## src/rtl/four_bit_mc_df_pkg.sv

```systemverilog
// Shared types for the magnitude comparator: result enum, one-hot flag payload and conversion helper.
package mc_pkg;

   localparam int unsigned MC_DEFAULT_WIDTH = 4;

   typedef enum logic [1:0] {MC_LT, MC_EQ, MC_GT} mc_result_t;

   typedef struct packed {
      logic gt;
      logic eq;
      logic lt;
   } mc_flags_t;

   // Expand a compare result into its one-hot flag triple.
   function automatic mc_flags_t mc_to_flags(input mc_result_t r);
      mc_flags_t f;
      f.gt = (r == MC_GT);
      f.eq = (r == MC_EQ);
      f.lt = (r == MC_LT);
      return f;
   endfunction

endpackage

```

## src/rtl/four_bit_mc_df_if.sv

```systemverilog
// Operand/result bundle for four_bit_mc_df; cascade inputs exist only when MC_CASCADE_EN is defined.
interface four_bit_mc_df_if
   import mc_pkg::*;
#(
   parameter int unsigned WIDTH = MC_DEFAULT_WIDTH
);
   logic             in_valid;
   logic [WIDTH-1:0] a;
   logic [WIDTH-1:0] b;
`ifdef MC_CASCADE_EN
   logic             gt_in;
   logic             eq_in;
   logic             lt_in;
`endif
   logic             out_valid;
   logic             a_gt_b;
   logic             a_eq_b;
   logic             a_lt_b;

`ifdef MC_CASCADE_EN
   modport master (output in_valid, a, b, gt_in, eq_in, lt_in,
                   input  out_valid, a_gt_b, a_eq_b, a_lt_b);
   modport slave  (input  in_valid, a, b, gt_in, eq_in, lt_in,
                   output out_valid, a_gt_b, a_eq_b, a_lt_b);
`else
   modport master (output in_valid, a, b,
                   input  out_valid, a_gt_b, a_eq_b, a_lt_b);
   modport slave  (input  in_valid, a, b,
                   output out_valid, a_gt_b, a_eq_b, a_lt_b);
`endif

endinterface

```

## src/rtl/four_bit_mc_df_core.sv

```systemverilog
// Combinational unsigned comparator; with MC_CASCADE_EN, equal operands defer to the cascade inputs.
module mc_core
   import mc_pkg::*;
#(
   parameter int unsigned WIDTH = MC_DEFAULT_WIDTH
) (
   input  logic [WIDTH-1:0] i_a,
   input  logic [WIDTH-1:0] i_b,
`ifdef MC_CASCADE_EN
   input  logic             i_gt_in,
   input  logic             i_eq_in,
   input  logic             i_lt_in,
`endif
   output mc_result_t       o_result
);

   mc_result_t w_local;

   assign w_local = (i_a > i_b) ? MC_GT : ((i_a < i_b) ? MC_LT : MC_EQ);

`ifdef MC_CASCADE_EN
   mc_result_t w_casc;

   // eq_in outranks gt_in outranks lt_in; nothing asserted reads as equal.
   assign w_casc   = i_eq_in ? MC_EQ : (i_gt_in ? MC_GT : (i_lt_in ? MC_LT : MC_EQ));
   assign o_result = (w_local == MC_EQ) ? w_casc : w_local;
`else
   assign o_result = w_local;
`endif

endmodule

```

## src/rtl/four_bit_mc_df.sv

```systemverilog
// Registered magnitude comparator top: qualifies inputs, registers flags and valid. Optional MC_CASCADE_EN.
module four_bit_mc_df
   import mc_pkg::*;
#(
   parameter int unsigned WIDTH = MC_DEFAULT_WIDTH
) (
   input  logic             clk,
   input  logic             rst,
   four_bit_mc_df_if.slave  bus
);

   mc_result_t w_result;
   mc_flags_t  r_flags;
   logic       r_valid;

   mc_core #(.WIDTH(WIDTH)) u_core (
      .i_a      (bus.a),
      .i_b      (bus.b),
`ifdef MC_CASCADE_EN
      .i_gt_in  (bus.gt_in),
      .i_eq_in  (bus.eq_in),
      .i_lt_in  (bus.lt_in),
`endif
      .o_result (w_result)
   );

   // Flags only update on a valid input so they hold through idle cycles.
   always_ff @(posedge clk) begin
      if (rst) begin
         r_valid <= 1'b0;
         r_flags <= '0;
      end else begin
         r_valid <= bus.in_valid;
         if (bus.in_valid) begin
            r_flags <= mc_to_flags(w_result);
         end
      end
   end

   assign bus.out_valid = r_valid;
   assign bus.a_gt_b    = r_flags.gt;
   assign bus.a_eq_b    = r_flags.eq;
   assign bus.a_lt_b    = r_flags.lt;

endmodule

```

## src/flat_wrapper.sv

```systemverilog
// flat-port wrapper written by rule: the top's interface ports become plain ports
module four_bit_mc_df_flat import mc_pkg::*;
#(
   parameter int unsigned WIDTH = MC_DEFAULT_WIDTH
)
  (clk, rst, bus_in_valid, bus_a, bus_b, bus_out_valid, bus_a_gt_b, bus_a_eq_b, bus_a_lt_b);
  four_bit_mc_df_if #(.WIDTH(WIDTH)) bus_i ();
  input  logic clk;
  input  logic rst;
  input wire logic [$bits(bus_i.in_valid)-1:0] bus_in_valid;
  input wire logic [$bits(bus_i.a)-1:0] bus_a;
  input wire logic [$bits(bus_i.b)-1:0] bus_b;
  output wire logic [$bits(bus_i.out_valid)-1:0] bus_out_valid;
  output wire logic [$bits(bus_i.a_gt_b)-1:0] bus_a_gt_b;
  output wire logic [$bits(bus_i.a_eq_b)-1:0] bus_a_eq_b;
  output wire logic [$bits(bus_i.a_lt_b)-1:0] bus_a_lt_b;
  assign bus_i.in_valid = bus_in_valid;
  assign bus_i.a = bus_a;
  assign bus_i.b = bus_b;
  assign bus_out_valid = bus_i.out_valid;
  assign bus_a_gt_b = bus_i.a_gt_b;
  assign bus_a_eq_b = bus_i.a_eq_b;
  assign bus_a_lt_b = bus_i.a_lt_b;
  four_bit_mc_df #(.WIDTH(WIDTH)) u_core (.clk(clk), .rst(rst), .bus(bus_i));
endmodule
```

## config.mk

```make
export PLATFORM = sky130hd
export DESIGN_NAME = four_bit_mc_df_flat
export DESIGN_NICKNAME = d
export VERILOG_FILES = /design/src/rtl/four_bit_mc_df_pkg.sv /design/src/rtl/four_bit_mc_df_if.sv /design/src/rtl/four_bit_mc_df_core.sv /design/src/rtl/four_bit_mc_df.sv /design/src/flat_wrapper.sv
export SDC_FILE = /design/constraint.sdc
export NUM_CORES = 1
export LEC_CHECK = 0
export BUFFER_PORTS_ARGS = -buffer_cell sky130_fd_sc_hd__buf_4
export CAP_MARGIN = 0
export CORE_AREA = 2 2 39 41
export CTS_CLUSTER_DIAMETER = 100
export DETAILED_ROUTE_END_ITERATION = 6
export DIE_AREA = 0 0 41 43
export GPL_TIMING_DRIVEN = 1
export MAX_ROUTING_LAYER = met4
export PLACE_DENSITY_LB_ADDON = 0.25
export RECOVER_POWER = 100
export SYNTH_ARGS = -nofsm -noshare
export SYNTH_HDL_FRONTEND = slang
export SYNTH_SLANG_ARGS = --single-unit
```

## constraint.sdc

```tcl
create_clock -name clk -period 1.5 [get_ports clk]
set_input_delay 0.15 -clock clk [delete_from_list [all_inputs] [get_ports clk]]
set_output_delay 0.15 -clock clk [all_outputs]
set_load 0.005 [all_outputs]
```

==> results of run 1 <==
[flip-flops by register name, summed over array words and instances, names as in the netlist]
register,count
u_core.bus.a_eq_b,1
u_core.bus.a_gt_b,1
u_core.bus.a_lt_b,1
u_core.bus.out_valid,1
[cell usage in the layout (no fill, tap or decap), drive strengths merged]
| cell type | instances |
|---|---|
| clkbuf | 9 |
| inv | 8 |
| buf | 8 |
| ha | 4 |
| dfxtp | 4 |
| nand2 | 2 |
| a21oi | 2 |
| o21a | 1 |
| nor2 | 1 |
| and3 | 1 |
| a21o | 1 |
| nand4 | 1 |
| nand3 | 1 |
| o41ai | 1 |
| o32ai | 1 |
[cells by family (layout without fill, tap and decap cells)]
family / Yosys count / in the layout
adder cells (fa/ha/maj): 4 / 4
AND/OR/NAND/NOR: 6 / 6
AO/OA/AOI/OAI: 6 / 6
flip-flops: 4 / 4
buffers and inverters: 8 / 25
[worst min-delay path by stage]
stage	from	end	cells past startpoint	slack (ps)
2_1_floorplan	rst	u_core.bus.out_valid	1	240
3_3_place_gp	bus_in_valid	u_core.bus.a_gt_b	2	370
3_5_place_dp	bus_in_valid	u_core.bus.a_gt_b	2	370
4_1_cts	bus_in_valid	u_core.bus.a_gt_b	2	120
5_1_grt	rst	u_core.bus.out_valid	2	130
6_report	rst	u_core.bus.a_gt_b	2	130
[cell type report]
class | count | area, µm²
repair buffers | 14 | 101
flip-flops and latches | 4 | 80.1
multi-input cells | 16 | 123
clock buffers | 3 | 22.5
fillers | 162 | 1010
well taps | 16 | 20.0
inverters | 8 | 30.0
[metrics by stage]
stage	area [µm²]	util, %	setup slack, ps	power [W]	hold WS [ps]
after floorplan	240	-	445	0.000149	239
after global placement	365	26.4	311	0.000186	367
after detailed placement	365	26.4	292	0.000186	368
after CTS	388	28.0	536	0.000322	119
after global routing	377	27.2	455	0.000337	129
final	377	27.2	494	0.000310	135
[power by group through the flow]
stage	Combinational, W	Clock [W]	Sequential [W]
after global routing	0.0000738	0.000146	0.000116
after global placement	0.0000689	0	0.000117
final	0.0000641	0.000130	0.000116
after floorplan	0.0000313	0	0.000118
after CTS	0.0000689	0.000137	0.000116
after detailed placement	0.0000686	0	0.000118
[routing by layer]
layer / global-route usage, % / part of all wire, % / wire length (µm)
met4: 6.00 / 0 / 0
met5: - / 0 / 0
met2: 11.9 / 59 / 282
met1: 5.79 / 37 / 178
met3: 4.71 / 4.4 / 21
==> run metrics, run 1 <==
Clk pwr share 41.9%; htree depth 1; GRT Total Usage 7.61%; Worst setup SP type input port; P_sw 0.0000697 W; Resize count post-CTS 0; die height 43 µm; Inst Count DP 58; setup bufs post-CTS 0; num ports 15; critical path capture point type register; Setup CP Type input port to register; internal power 0.000240 W; Via Count 246; FF-to-FF Start u_core.bus.a_lt_b; diode count 0; clock skew 0 ps; clock root buffer clkbuf_4; xor-xnor portion of the synthesized cell area 0%; Leak 0.206 nW; Hold Vio Cnt, Final 0; syn nets 43; Clock Latency Late Sink 230 ps; Post-CTS Hold Fix Bufs 0; max-cap viol count 0; full die area 1760 µm²; Tmin final 1010 ps; Post-synth top cells 8 x inv_1, 4 x dfxtp_1, 4 x ha_1; Syn Area/Cell 8.58 µm²; post-route insts no fill 61; share of power burned in registers 37.4%; R2R Setup Slk 760 ps; Arrival @ worst endpoint 1130 ps; crit path max fanout 3; DRT Pass-1 Iters 2; top-count cell post-synth inv_1; Sum Neg Setup Slack 0 ps; Synth Area in Adders 20.8%; Slew @ Worst Pin 240 ps; area grow syn2layout 56.8%; RR Endpoint u_core.bus.a_lt_b; Worst VDD drop 0.283 mV; CTS Buf Count 3; first-pass GRT wire length 834 µm; crit path buf inv count 2; clk sink count 4; Final HPWL DP 420 µm; share of layout cells above drive strength 1 37.8%; initial antenna violation count 0; Die W 41 µm; DRC viols 0; slowest stage delay, CP 300 ps; Yosys reg bits 4; cells along the critical path clkbuf_4, inv_1, ha_1, nand2_1, o21a_1, o41ai_1; Synth Area in Compound Gates 21.4%; Pwr Density 822 nW/µm²; CP top delay family compound AO/OA/AOI/OAI gates; # port buffers 14; endpoints failing setup 0; pin count of the biggest net entering global routing 5; Cell variety after synth 13; total wire length 482 µm; Initial Util 17.4%; maximum root-to-sink buffer count 2; Slew headroom 83.8%; nets 62; largest family of logic cells by synthesized area compound AO/OA/AOI/OAI gates; Post-synth EDFFs 0; crit path from bus_b[3]; top-area cell type share of the netlist area 33.3%; dominant cell type by area after synthesis dfxtp_1; Logic pwr share 20.7%; FFs w/ async S/R, synth 0%; Synth area leaders dfxtp_1 33%, ha_1 21%, inv_1 13%, o41ai_2 6.8%, a21oi_1 4.2%; via density per instance 4.03; simple-gate area share of the yosys netlist 12.0%; row count 14; routability cong. 0.707; CTS tree done; Routed Antenna Nets 0; mux share of post-synthesis cell area 0%; CP required 1630 ps; grt ovf 0; core footprint 1380 µm²; Worst Setup EP u_core.bus.a_eq_b; post-route clock period utilization 67.1%; register area share after synthesis 33.3%; Synth Flop Type dfxtp_1; Iter 0 DRT Violations 2; f_max 994 MHz; switching share of power 22.5%; WL/cell 7.90 µm; vias in the first global route 241; Ys Warns 0; clock slew at reported path FFs 40 ps; Slew Limit Fails 0; RSZ-0062 raised after global routing no; worst hold path type input port to register; slowest CP cell ha_1; Mapped Cells 28; total stage count of the critical path 6; cell area after synthesis 240 µm²; status completed; Register-to-Register Path Depth 2
Power figures use the tool's default switching activity.
==> inputs of run 2 (changes only) <==
==> constraint.sdc (replaced) <==
create_clock -name clk -period 1 [get_ports clk]
set_input_delay 0.1 -clock clk [delete_from_list [all_inputs] [get_ports clk]]
set_output_delay 0.1 -clock clk [all_outputs]
set_load 0.005 [all_outputs]
==> run 2 against run 1 <==
  * Routed wire length grew 5.4%
  * Utilization grew 1.6 points
  * Highest routed layer unchanged
  * Non-clock buffer count grew 2
  * Final area grew 6.0%
  * Clock skew is the same
  * Power grew 56%
  * Hold slack lost 56 ps
  * Worst setup slack lost 390 ps
  * First-iteration DRC count is the same
  * Critical endpoint unchanged
  * Critical path type unchanged
  * Via count grew 2.8%
  * Final cell count grew 3.3%
  * Critical path depth is the same
==> run metrics, run 2 (synthesis results as in run 1) <==
first-pass GRT wire length 848 µm (was 834 µm); max-cap viol count 0 (unchanged); crit path max fanout 3 (unchanged); CP required 1140 ps (was 1630 ps); CTS Buf Count 3 (unchanged); Initial Util 17.4% (unchanged); Pwr Density 1210 nW/µm² (was 822 nW/µm²); WHS Endpoint u_core.bus.out_valid (was u_core.bus.a_gt_b); Setup CP Type input port to register (unchanged); vias in the first global route 242 (was 241); FF-to-FF Start u_core.bus.a_lt_b (unchanged); RR Endpoint u_core.bus.a_lt_b (unchanged); commonest non-fill, non-tap cell in the layout buf_4; Total Power 0.000484 W (was 0.000310 W); Arrival @ worst endpoint 1030 ps (was 1130 ps); area grow syn2layout 66.1% (was 56.8%); clock skew 0 ps (unchanged); Hold Vio Cnt, Final 0 (unchanged); endpoints failing setup 0 (unchanged); Final HPWL DP 449 µm (was 420 µm); Iter 0 DRT Violations 2 (unchanged); share of layout cells above drive strength 1 42.6% (was 37.8%); routability cong. 0.669 (was 0.707); f_max 1110 MHz; Die W 41 µm (unchanged); Tmin final 899 ps; Leak 0.222 nW (was 0.206 nW); # port buffers 14 (unchanged); Worst VDD drop 0.787 mV (was 0.283 mV); nets 64 (was 62); status completed (unchanged); core footprint 1380 µm² (unchanged); commonest cells after routing, fill and taps aside 11 x buf_4, 8 x inv_1, 7 x clkbuf_4 (was 8 x inv_1, 8 x clkbuf_4, 8 x buf_4); grt ovf 0 (unchanged); clock slew at reported path FFs 40 ps (about the same); R2R Setup Slk 260 ps (was 760 ps); HP Start rst (unchanged); GRT Total Usage 7.72% (was 7.61%); Resize count post-CTS 0 (unchanged); Sum Neg Setup Slack 0 ps (unchanged); Area after DPL 380 µm² (was 365 µm²); WL/cell 8.06 µm (was 7.90 µm); pin count of the biggest net entering global routing 5 (unchanged); Post-CTS Hold Fix Bufs 0 (unchanged); post-route cell area 399 µm² (was 377 µm²); RSZ-0062 raised after global routing no (unchanged); total wire length 508 µm (was 482 µm); DRT Pass-1 Iters 3 (was 2); row count 14 (unchanged); Slew @ Worst Pin 221 ps (was 240 ps); diode count 0 (unchanged); maximum root-to-sink buffer count 2 (unchanged); final core occ 28.8% (was 27.2%); DRC viols 0 (unchanged); clk sink count 4 (unchanged); full die area 1760 µm² (unchanged); num ports 15 (unchanged); Clock Latency Late Sink 230 ps (about the same); worst hold path type input port to register (unchanged); CTS tree done (unchanged); crit path from bus_b[1] (was bus_b[3]); Slew headroom 85.1% (was 83.8%); initial antenna violation count 0 (unchanged); die height 43 µm (unchanged); Via Count 253 (was 246); Register-to-Register Path Depth 2 (unchanged); Worst setup SP type input port (unchanged); hold depth 2 (unchanged); via density per instance 4.02 (was 4.03); critical path capture point type register (unchanged); setup bufs post-CTS 0 (unchanged); Slew Limit Fails 0 (unchanged); htree depth 1 (unchanged); post-route clock period utilization 89.9%; clock root buffer clkbuf_4 (unchanged); Routed Antenna Nets 0 (unchanged)
## run 2: area by class of cell
cell class / count / area (µm²)
clock buffers: 3 / 22.5
fillers: 159 / 985
inverters: 8 / 30.0
multi-input cells: 16 / 130
flip-flops and latches: 4 / 80.1
well taps: 16 / 20.0
repair buffers: 16 / 116
## run 2: worst max path at each step
stage                         to  slack [ps]  depth (start not counted)
3_5_place_dp   u_core.bus.a_eq_b        -170                          6
4_1_cts        u_core.bus.a_eq_b          80                          6
2_1_floorplan  u_core.bus.a_eq_b           6                          5
6_report       u_core.bus.a_eq_b         100                          6
3_3_place_gp   u_core.bus.a_eq_b        -140                          5
5_1_grt        u_core.bus.a_eq_b          10                          6
## run 2: worst max-delay path, cell delays in order
cell,delay [ps]
buf_4,80
inv_1,30
ha_1,280
a21oi_1,60
o21a_1,210
o41ai_2,270
## run 2: stage by stage
stage / worst slack (ps) / hold slack [ps] / instances
floorplan: 6.24 / 189 / 28
global placement: -136 / 320 / 60
detailed placement: -166 / 316 / 60
CTS: 84.1 / 64.0 / 63
global route: 11.9 / 65.9 / 63
finish: 101 / 79.0 / 63
## run 2: routing by layer
layer  up-vias  routed length, µm  global-route usage (%)
li1        133                  -                       -
met1       115                170                    6.75
met2         5                295                    11.3
met3         0                 43                    6.28
met4         0                  0                    4.00
met5         -                  0                       -
## run 2: power by group
group / internal [W] / total (W) / switching [W]
sequential: 0.000170 / 0.000174 / 0.00000364
clock: 0.000134 / 0.000201 / 0.0000664
combinational: 0.0000658 / 0.000109 / 0.0000436
